`src/rtl/cond_flag_unit_pkg.sv`:
```
// Shared definitions for the status-flag unit and the branch-condition select:
// flag bit positions, condition-select codes and the stack error rule.
package cond_flag_unit_pkg;

  localparam int unsigned FLAG_W = 4;
  localparam int unsigned FLAG_Z = 0;
  localparam int unsigned FLAG_C = 1;
  localparam int unsigned FLAG_V = 2;
  localparam int unsigned FLAG_S = 3;

  typedef logic [FLAG_W-1:0] flags_t;

  typedef enum logic [3:0] {
    COND_U  = 4'b0000,
    COND_Z  = 4'b1000,
    COND_NZ = 4'b1001,
    COND_C  = 4'b1010,
    COND_NC = 4'b1011,
    COND_V  = 4'b1100,
    COND_NV = 4'b1101,
    COND_S  = 4'b1110,
    COND_NS = 4'b1111
  } cond_sel_e;

  // A strobe pair is an error when both fire, or when the requested side cannot proceed.
  function automatic logic stack_error(input logic push, input logic pop,
                                       input logic full, input logic empty);
    logic err_s;
    err_s = (push & pop) | (push & ~pop & full) | (pop & ~push & empty);
    return err_s;
  endfunction

endpackage

```
`src/rtl/cond_flag_unit_flag_stack.sv`:
```
// Flag-save LIFO used across interrupt entry/return. Reports a per-cycle error
// strobe for overflow, underflow and simultaneous push/pop.
module cond_flag_unit_flag_stack
  import cond_flag_unit_pkg::*;
#(
  parameter int unsigned DEPTH = 4
) (
  input  logic   clk,
  input  logic   rst,
  input  logic   push,
  input  logic   pop,
  input  flags_t din,
  output flags_t dout,
  output logic   pop_ok,
  output logic   full,
  output logic   empty,
  output logic   err
);

  localparam int unsigned AW = $clog2(DEPTH);
  localparam int unsigned CW = AW + 1;

  logic [CW-1:0] cnt_q;
  logic [CW-1:0] cnt_d;
  flags_t        mem_q [DEPTH];
  logic          push_ok;
  logic [AW-1:0] wr_idx;
  logic [AW-1:0] rd_idx;

  assign full    = (cnt_q == CW'(DEPTH));
  assign empty   = (cnt_q == {CW{1'b0}});
  assign push_ok = push & ~pop & ~full;
  assign pop_ok  = pop & ~push & ~empty;
  assign err     = stack_error(push, pop, full, empty);
  assign wr_idx  = cnt_q[AW-1:0];
  assign rd_idx  = AW'(cnt_q - CW'(1));
  assign dout    = mem_q[rd_idx];

  always_comb begin
    cnt_d = cnt_q;
    if (push_ok) begin
      cnt_d = cnt_q + CW'(1);
    end else if (pop_ok) begin
      cnt_d = cnt_q - CW'(1);
    end else begin
      cnt_d = cnt_q;
    end
  end

  always_ff @(posedge clk or posedge rst) begin
    if (rst) begin
      cnt_q <= {CW{1'b0}};
    end else begin
      cnt_q <= cnt_d;
    end
  end

  // Entries carry no reset: a cleared count makes their contents unreachable.
  always_ff @(posedge clk) begin
    if (push_ok) begin
      mem_q[wr_idx] <= din;
    end
  end

endmodule

```
`src/rtl/cond_flag_unit.sv`:
```
// Status-flag register with per-flag write mask, flag-save stack, sticky stack
// error and the nine branch-condition lines derived from the registered flags.
module cond_flag_unit
  import cond_flag_unit_pkg::*;
#(
  parameter int unsigned DEPTH = 4
) (
  input  logic       clk,
  input  logic       rst,
  input  logic       alu_z,
  input  logic       alu_c,
  input  logic       alu_v,
  input  logic       alu_s,
  input  logic [3:0] flag_we,
  input  logic       flag_push,
  input  logic       flag_pop,
  input  logic       err_clr,
  output logic       iu,
  output logic       iz,
  output logic       inz,
  output logic       ic,
  output logic       inc,
  output logic       iv,
  output logic       inv,
  output logic       is,
  output logic       ins,
  output logic [3:0] flags,
  output logic       stack_full,
  output logic       stack_empty,
  output logic       stack_err
);

  flags_t flags_q;
  flags_t flags_d;
  flags_t alu_vec;
  flags_t stk_dout;
  logic   stk_pop_ok;
  logic   stk_err;
  logic   err_q;
  logic   err_d;

  cond_flag_unit_flag_stack #(.DEPTH(DEPTH)) u_stack (
    .clk    (clk),
    .rst    (rst),
    .push   (flag_push),
    .pop    (flag_pop),
    .din    (flags_q),
    .dout   (stk_dout),
    .pop_ok (stk_pop_ok),
    .full   (stack_full),
    .empty  (stack_empty),
    .err    (stk_err)
  );

  always_comb begin
    alu_vec         = 4'b0000;
    alu_vec[FLAG_Z] = alu_z;
    alu_vec[FLAG_C] = alu_c;
    alu_vec[FLAG_V] = alu_v;
    alu_vec[FLAG_S] = alu_s;
  end

  // A successful restore overrides the ALU write mask for that cycle.
  always_comb begin
    flags_d = flags_q;
    if (stk_pop_ok) begin
      flags_d = stk_dout;
    end else begin
      flags_d = (flags_q & ~flag_we) | (alu_vec & flag_we);
    end
  end

  always_comb begin
    err_d = err_q;
    if (stk_err) begin
      err_d = 1'b1;
    end else if (err_clr) begin
      err_d = 1'b0;
    end else begin
      err_d = err_q;
    end
  end

  always_ff @(posedge clk or posedge rst) begin
    if (rst) begin
      flags_q <= 4'b0000;
      err_q   <= 1'b0;
    end else begin
      flags_q <= flags_d;
      err_q   <= err_d;
    end
  end

  assign flags     = flags_q;
  assign stack_err = err_q;
  assign iu        = 1'b1;
  assign iz        = flags_q[FLAG_Z];
  assign inz       = ~flags_q[FLAG_Z];
  assign ic        = flags_q[FLAG_C];
  assign inc       = ~flags_q[FLAG_C];
  assign iv        = flags_q[FLAG_V];
  assign inv       = ~flags_q[FLAG_V];
  assign is        = flags_q[FLAG_S];
  assign ins       = ~flags_q[FLAG_S];

endmodule

```
`config.mk`:
```
export PLATFORM = sky130hd
export DESIGN_NAME = cond_flag_unit
export DESIGN_NICKNAME = d
export VERILOG_FILES = /design/src/rtl/cond_flag_unit_pkg.sv /design/src/rtl/cond_flag_unit_flag_stack.sv /design/src/rtl/cond_flag_unit.sv
export SDC_FILE = /design/constraint.sdc
export NUM_CORES = 1
export LEC_CHECK = 0
export BUFFER_PORTS_ARGS = -buffer_cell sky130_fd_sc_hd__buf_2
export CORE_MARGIN = 4
export CORE_UTILIZATION = 30
export CTS_BUF_LIST = sky130_fd_sc_hd__clkbuf_4
export CTS_CLUSTER_DIAMETER = 100
export DETAILED_ROUTE_END_ITERATION = 7
export GPL_TIMING_DRIVEN = 0
export HOLD_SLACK_MARGIN = 0.1
export SLEW_MARGIN = 0
export SYNTH_ARGS = -nofsm -noshare
export SYNTH_HDL_FRONTEND = slang
export SYNTH_HIERARCHICAL = 1
export SYNTH_SLANG_ARGS = --single-unit
```
`constraint.sdc`:
```
create_clock -name clk -period 3.2 [get_ports clk]
set_input_delay 0.16 -clock clk [delete_from_list [all_inputs] [get_ports clk]]
set_output_delay 0.16 -clock clk [all_outputs]
set_load 0.1 [all_outputs]
```
==> impl_results.md, run 1 <==
- Status: finished, final reports clean
- CTS H-tree depth: 1
- CTS sink cnt: 24
- Final Setup Violations: 0
- Via count of the routed design: 722
- CTS tree: yes
- Net count after synthesis: 104
- FF-to-FF setup slack: 980 ps
- Antenna viol nets, final: 0
- Die Footprint: 4960 µm²
- Clock Skew: 13.2 ps
- Fillers: 366
- Gate count of the mapped netlist: 85
- I/O pin cnt: 29
- Top cells by area, synth: edfxtp_1, dfrtp_1, mux4_2, ha_1, inv_1
- # Max-Cap Violations: 0
- Core Area: 3720 µm²
- Pre-Repair DR Iteration Count: 3
- Share of cells above drive strength 1: 39.0%
- Hold slack: 109 ps
- Synth Area in Simple Gates: 8.67%
- Worst slew pin tran: 619 ps
- Initial Util: 31.4%
- Unrepaired setup endpoints after global routing: no
- First-pass GRT wire length: 3620 µm
- Seq/Total Area, Yosys: 58.2%
- Setup Fix Bufs, Post-CTS: 0
- CTS Buf Count: 3
- Hold WC Path Type: in -> reg
- # diodes: 0
- Clk buf depth: 2
- Adder-Cell Fraction of Synth Area: 6.42%
- Core Rows: 22
- Fraction of synthesized area in multiplexers: 11.1%
- Area of the multi-input gates: 400 µm²
- Placed inst area: 1360 µm²
- Post-synthesis xor/xnor area fraction: 0.749%
- Worst Reg-to-Reg Cells: 7
- Setup CP Type: reg -> reg
- Fin area: 1440 µm²
- Reg2reg start: u_stack/cnt_q[0]
- Reg-to-reg critical path endpoint: u_stack/cnt_q[1]
- Synth Register Bits: 24
- Total negative slack: 0 ps
- Clk_lat worst skew: 320 ps
- Hold Path Stages: 3
- Die height: 70.4 µm
- Cts-stage hold buffer count: 2
- Global Route Usage Sum: 9.46%
- Largest family of logic cells by synthesized area: multiplexers
- Final core occ: 38.7%
- Clock root buffer: clkbuf_4
- Final Cycle Share: 69.3%
- Routed vias/inst: 4.35
- Yosys warning total: 6
- Synth cell types: 22
- Worst EP arrival: 2440 ps
- Synth Area in Compound Gates: 6.96%
- CP startpoint kind: flop
- Max FO, Critical Path: 13
- Clock Pin Slew Worst Setup and Hold Paths: 140 ps
- Nets: 138
- GRT overflow: 0
- Hpwl dp: 1600 µm
- Max-slew violation count: 0
- Final Critical Period: 2220 ps
- PostCTS Resize Cnt: 0
- Largest net degree at the start of global routing: 15
- Avg Inst Size Synth: 13.7 µm²
- DRC Markers: 0
- I/O Buffers: 27
- Synth top area share: 41.1%
- Area Growth Syn to Fin: 22.9%
- Hold path start: alu_z
- Worst setup EP type: flop
- Sequential Area: 681 µm²
- Relative slew slack: 58.7%
- DR WL/cell: 12.9 µm
- Required @ worst endpoint: 3420 ps
- Post-synth top area cell: edfxtp_1
- Hold Vio Cnt, Final: 0
- Routed wire length: 2150 µm
- Synth Cell Area: 1170 µm²
- Vias in the first global route: 727
- Number of DRC markers in iteration 0: 17
- Die width: 70.4 µm
- Initial antenna violation count: 0
- Achievable Freq: 451 MHz
- Routability-driven placement congestion ratio: 0.734
cells by family (layout without fill, tap and decap cells):
kind of cell,Yosys count,after routing
simple gates,16,16
buf+inv,18,51
flops,24,24
xor+xnor,1,1
mux,8,8
fa+ha+maj,6,6
other cells,1,1
compound gates,11,11
area by class of cell:
type / count / area share (%)
flip-flops and latches: 24 / 47.4
multi-input cells: 43 / 27.9
repair buffers: 29 / 10.8
well taps: 48 / 4.18
inverters: 12 / 3.14
plain buffers: 6 / 2.96
clock inverters: 1 / 2.09
clock buffers: 3 / 1.57
cell usage after synthesis:
cell       n
edfxtp_1  16
mux4_2     4
a221oi_2   2
and3b_2    1
mux2i_1    4
a21o_1     1
xnor2_1    1
ha_1       6
nor2_1     2
and2b_4    1
conb_1     1
o21ai_1    4
a21oi_1    3
nor3b_4    1
buf_2      1
and3_1     5
nor3_1     1
nand2_1    5
a211o_1    1
inv_1     12
dfrtp_1    8
buf_4      5
layout by cell type (no fill, tap or decap):
| cell type | synthesis | layout |
|---|---|---|
| o21ai_1 | 4 | 4 |
| buf_2 | 1 | 28 |
| a21oi_1 | 3 | 3 |
| nor2_1 | 2 | 2 |
| and3b_2 | 1 | 1 |
| and2b_4 | 1 | 1 |
| bufinv_16 | 0 | 1 |
| nor3_1 | 1 | 1 |
| mux2i_1 | 4 | 4 |
| a221oi_2 | 2 | 2 |
| clkbuf_4 | 0 | 3 |
| dfrtp_1 | 8 | 8 |
| ha_1 | 6 | 6 |
| conb_1 | 1 | 1 |
| xnor2_1 | 1 | 1 |
| nand2_1 | 5 | 5 |
| nor3b_4 | 1 | 1 |
| inv_1 | 12 | 12 |
| and3_1 | 5 | 5 |
| buf_4 | 5 | 5 |
| edfxtp_1 | 16 | 16 |
| a211o_1 | 1 | 1 |
| dlygate4sd3_1 | 0 | 2 |
| mux4_2 | 4 | 4 |
| a21o_1 | 1 | 1 |
stage by stage:
step	instances	setup WS, ps
after floorplan	85	804
after global placement	160	1010
after detailed placement	160	975
after CTS	166	945
after global routing	166	808
final	166	983
worst max-delay path by stage:
stage                       endpoint  depth (start not counted)              from  slack (ps)
floorplan           u_stack/cnt_q[1]                          7  u_stack/cnt_q[0]         800
global placement    u_stack/cnt_q[1]                          7  u_stack/cnt_q[0]        1010
detailed placement  u_stack/cnt_q[1]                          7  u_stack/cnt_q[0]         980
CTS                 u_stack/cnt_q[1]                          7  u_stack/cnt_q[0]         950
global route        u_stack/cnt_q[1]                          7  u_stack/cnt_q[0]         810
finish              u_stack/cnt_q[1]                          7  u_stack/cnt_q[0]         980
metal layers:
layer,wire length [µm],up-vias,global-route usage [%]
met5,0,-,0
met4,0,0,1.91
met3,157,0,3.02
met2,1010,26,15.6
met1,981,335,12.1
li1,-,361,-
worst max-delay path: stages (launching register included):
cell	delay [ps]
dfrtp_1	400
buf_2	240
inv_1	120
ha_1	230
ha_1	230
nor3b_4	550
a221oi_2	110
a211o_1	240
Power of run 1 is left out: the tool's default activity adds up to more than one toggle a clock period on the data nets, which glitch-free logic cannot reach.
==> run 2, diff against run 1 <==
- clock period: 3.2 -> 1.85 ns (I/O delays scaled with it)
==> impl_results.md, run 2 (same netlist as run 1, synthesis figures left out) <==
- First-pass GRT wire length: 3850 µm
- Clock Skew: 1.71 ps
- DR WL/cell: 12.4 µm
- Status: finished, final reports clean
- Clock root buffer: clkbuf_4
- Worst setup EP type: primary output
- Clock Pin Slew Worst Setup and Hold Paths: 130 ps
- GRT overflow: 0
- Worst Reg-to-Reg Cells: 7
- Initial antenna violation count: 0
- # Max-Cap Violations: 0
- Routed wire length: 2200 µm
- Global Route Usage Sum: 10.0%
- CTS tree: yes
- Share of cells above drive strength 1: 41.1%
- Via count of the routed design: 768
- Hold slack: 173 ps
- Max-slew violation count: 0
- Number of DRC markers in iteration 0: 32
- Final Critical Period: 1720 ps
- Vias in the first global route: 816
- Hold WC Path Type: in -> reg
- Clk_lat worst skew: 310 ps
- Die Footprint: 4960 µm²
- Die width: 70.4 µm
- Routability-driven placement congestion ratio: 0.758
- Hold Vio Cnt, Final: 0
- CTS Buf Count: 3
- Area Growth Syn to Fin: 35.5%
- # diodes: 0
- Achievable Freq: 580 MHz
- Core Area: 3720 µm²
- Post-route non-filler standard cell count: 177
- Core Rows: 22
- CTS sink cnt: 24
- Final Setup Violations: 0
- Setup CP Type: reg -> out
- I/O Buffers: 27
- Max FO, Critical Path: 8
- Die height: 70.4 µm
- I/O pin cnt: 29
- CP startpoint kind: flop
- Largest net degree at the start of global routing: 15
- Hpwl dp: 1630 µm
- Routed vias/inst: 4.34
- Initial Util: 31.4%
- Post-place setup slack: -154 ps
- Hold Path Stages: 4
- Nets: 149
- CTS H-tree depth: 1
- Commonest non-fill, non-tap cell in the layout: buf_2
- Antenna viol nets, final: 0
- Worst EP arrival: 1630 ps
- DRC Markers: 0
- Worst Slack Setup Final: 127 ps
- FF-to-FF setup slack: 140 ps
- Final Cycle Share: 93.2%
- Clk buf depth: 2
- Unrepaired setup endpoints after global routing: no
- Pre-Repair DR Iteration Count: 4
- Dpl cells: 160
- Most frequent cells in the layout: buf_2, edfxtp_1, inv_1
- Required @ worst endpoint: 1760 ps
[run 2: through the flow]
stage | utilization (%) | instance area [µm²] | setup TNS [ps]
final | 42.6 | 1580 | 0
after global routing | 42.6 | 1580 | 0
after CTS | 42.4 | 1580 | 0
after detailed placement | 37.6 | 1400 | -306
after global placement | 37.6 | 1400 | -186
after floorplan | - | 1200 | -20.0
[run 2: final cells by class]
| cell class | instances | area [µm²] |
|---|---|---|
| clock inverters | 1 | 30.0 |
| multi-input cells | 43 | 428 |
| fillers | 346 | 2130 |
| well taps | 48 | 60.1 |
| clock buffers | 3 | 22.5 |
| inverters | 12 | 47.5 |
| plain buffers | 6 | 48.8 |
| flip-flops and latches | 24 | 681 |
| repair buffers | 40 | 267 |
[run 2: final timing paths]
kind / start / end
max reg2reg: u_stack/cnt_q[0] / u_stack/cnt_q[1]
min: flag_pop / stack_err
min in group asynchronous: rst / u_stack/cnt_q[1]
max: u_stack/cnt_q[0] / stack_full
max in group asynchronous: rst / async pin
min reg2reg: stack_err / stack_err
[run 2: layer usage]
| layer | track usage [%] | up-vias | wire (µm) |
|---|---|---|---|
| met2 | 16.0 | 21 | 1070 |
| li1 | - | 385 | - |
| met3 | 1.87 | 2 | 107 |
| met5 | 0 | - | 0 |
| met1 | 12.5 | 360 | 982 |
| met4 | 5.74 | 0 | 39 |
[run 2: timing repair]
| action | 4_1_cts | 5_1_grt |
|---|---|---|
| gates resized for setup | 1 | 3 |
| pin swaps | 1 | 0 |
| hold buffers | 10 | 0 |
| setup buffers | 3 | 0 |
| endpoints found under the setup margin | 4 | 2 |
| hold endpoints to repair | 13 | 0 |
[run 2: critical path, cell delays in order (launching register included)]
cell and delay [ps]:
dfrtp_1 430, buf_6 160, inv_4 70, ha_1 210, nand2_2 130, inv_1 90, buf_6 220
Power of run 2 is left out for the same reason.
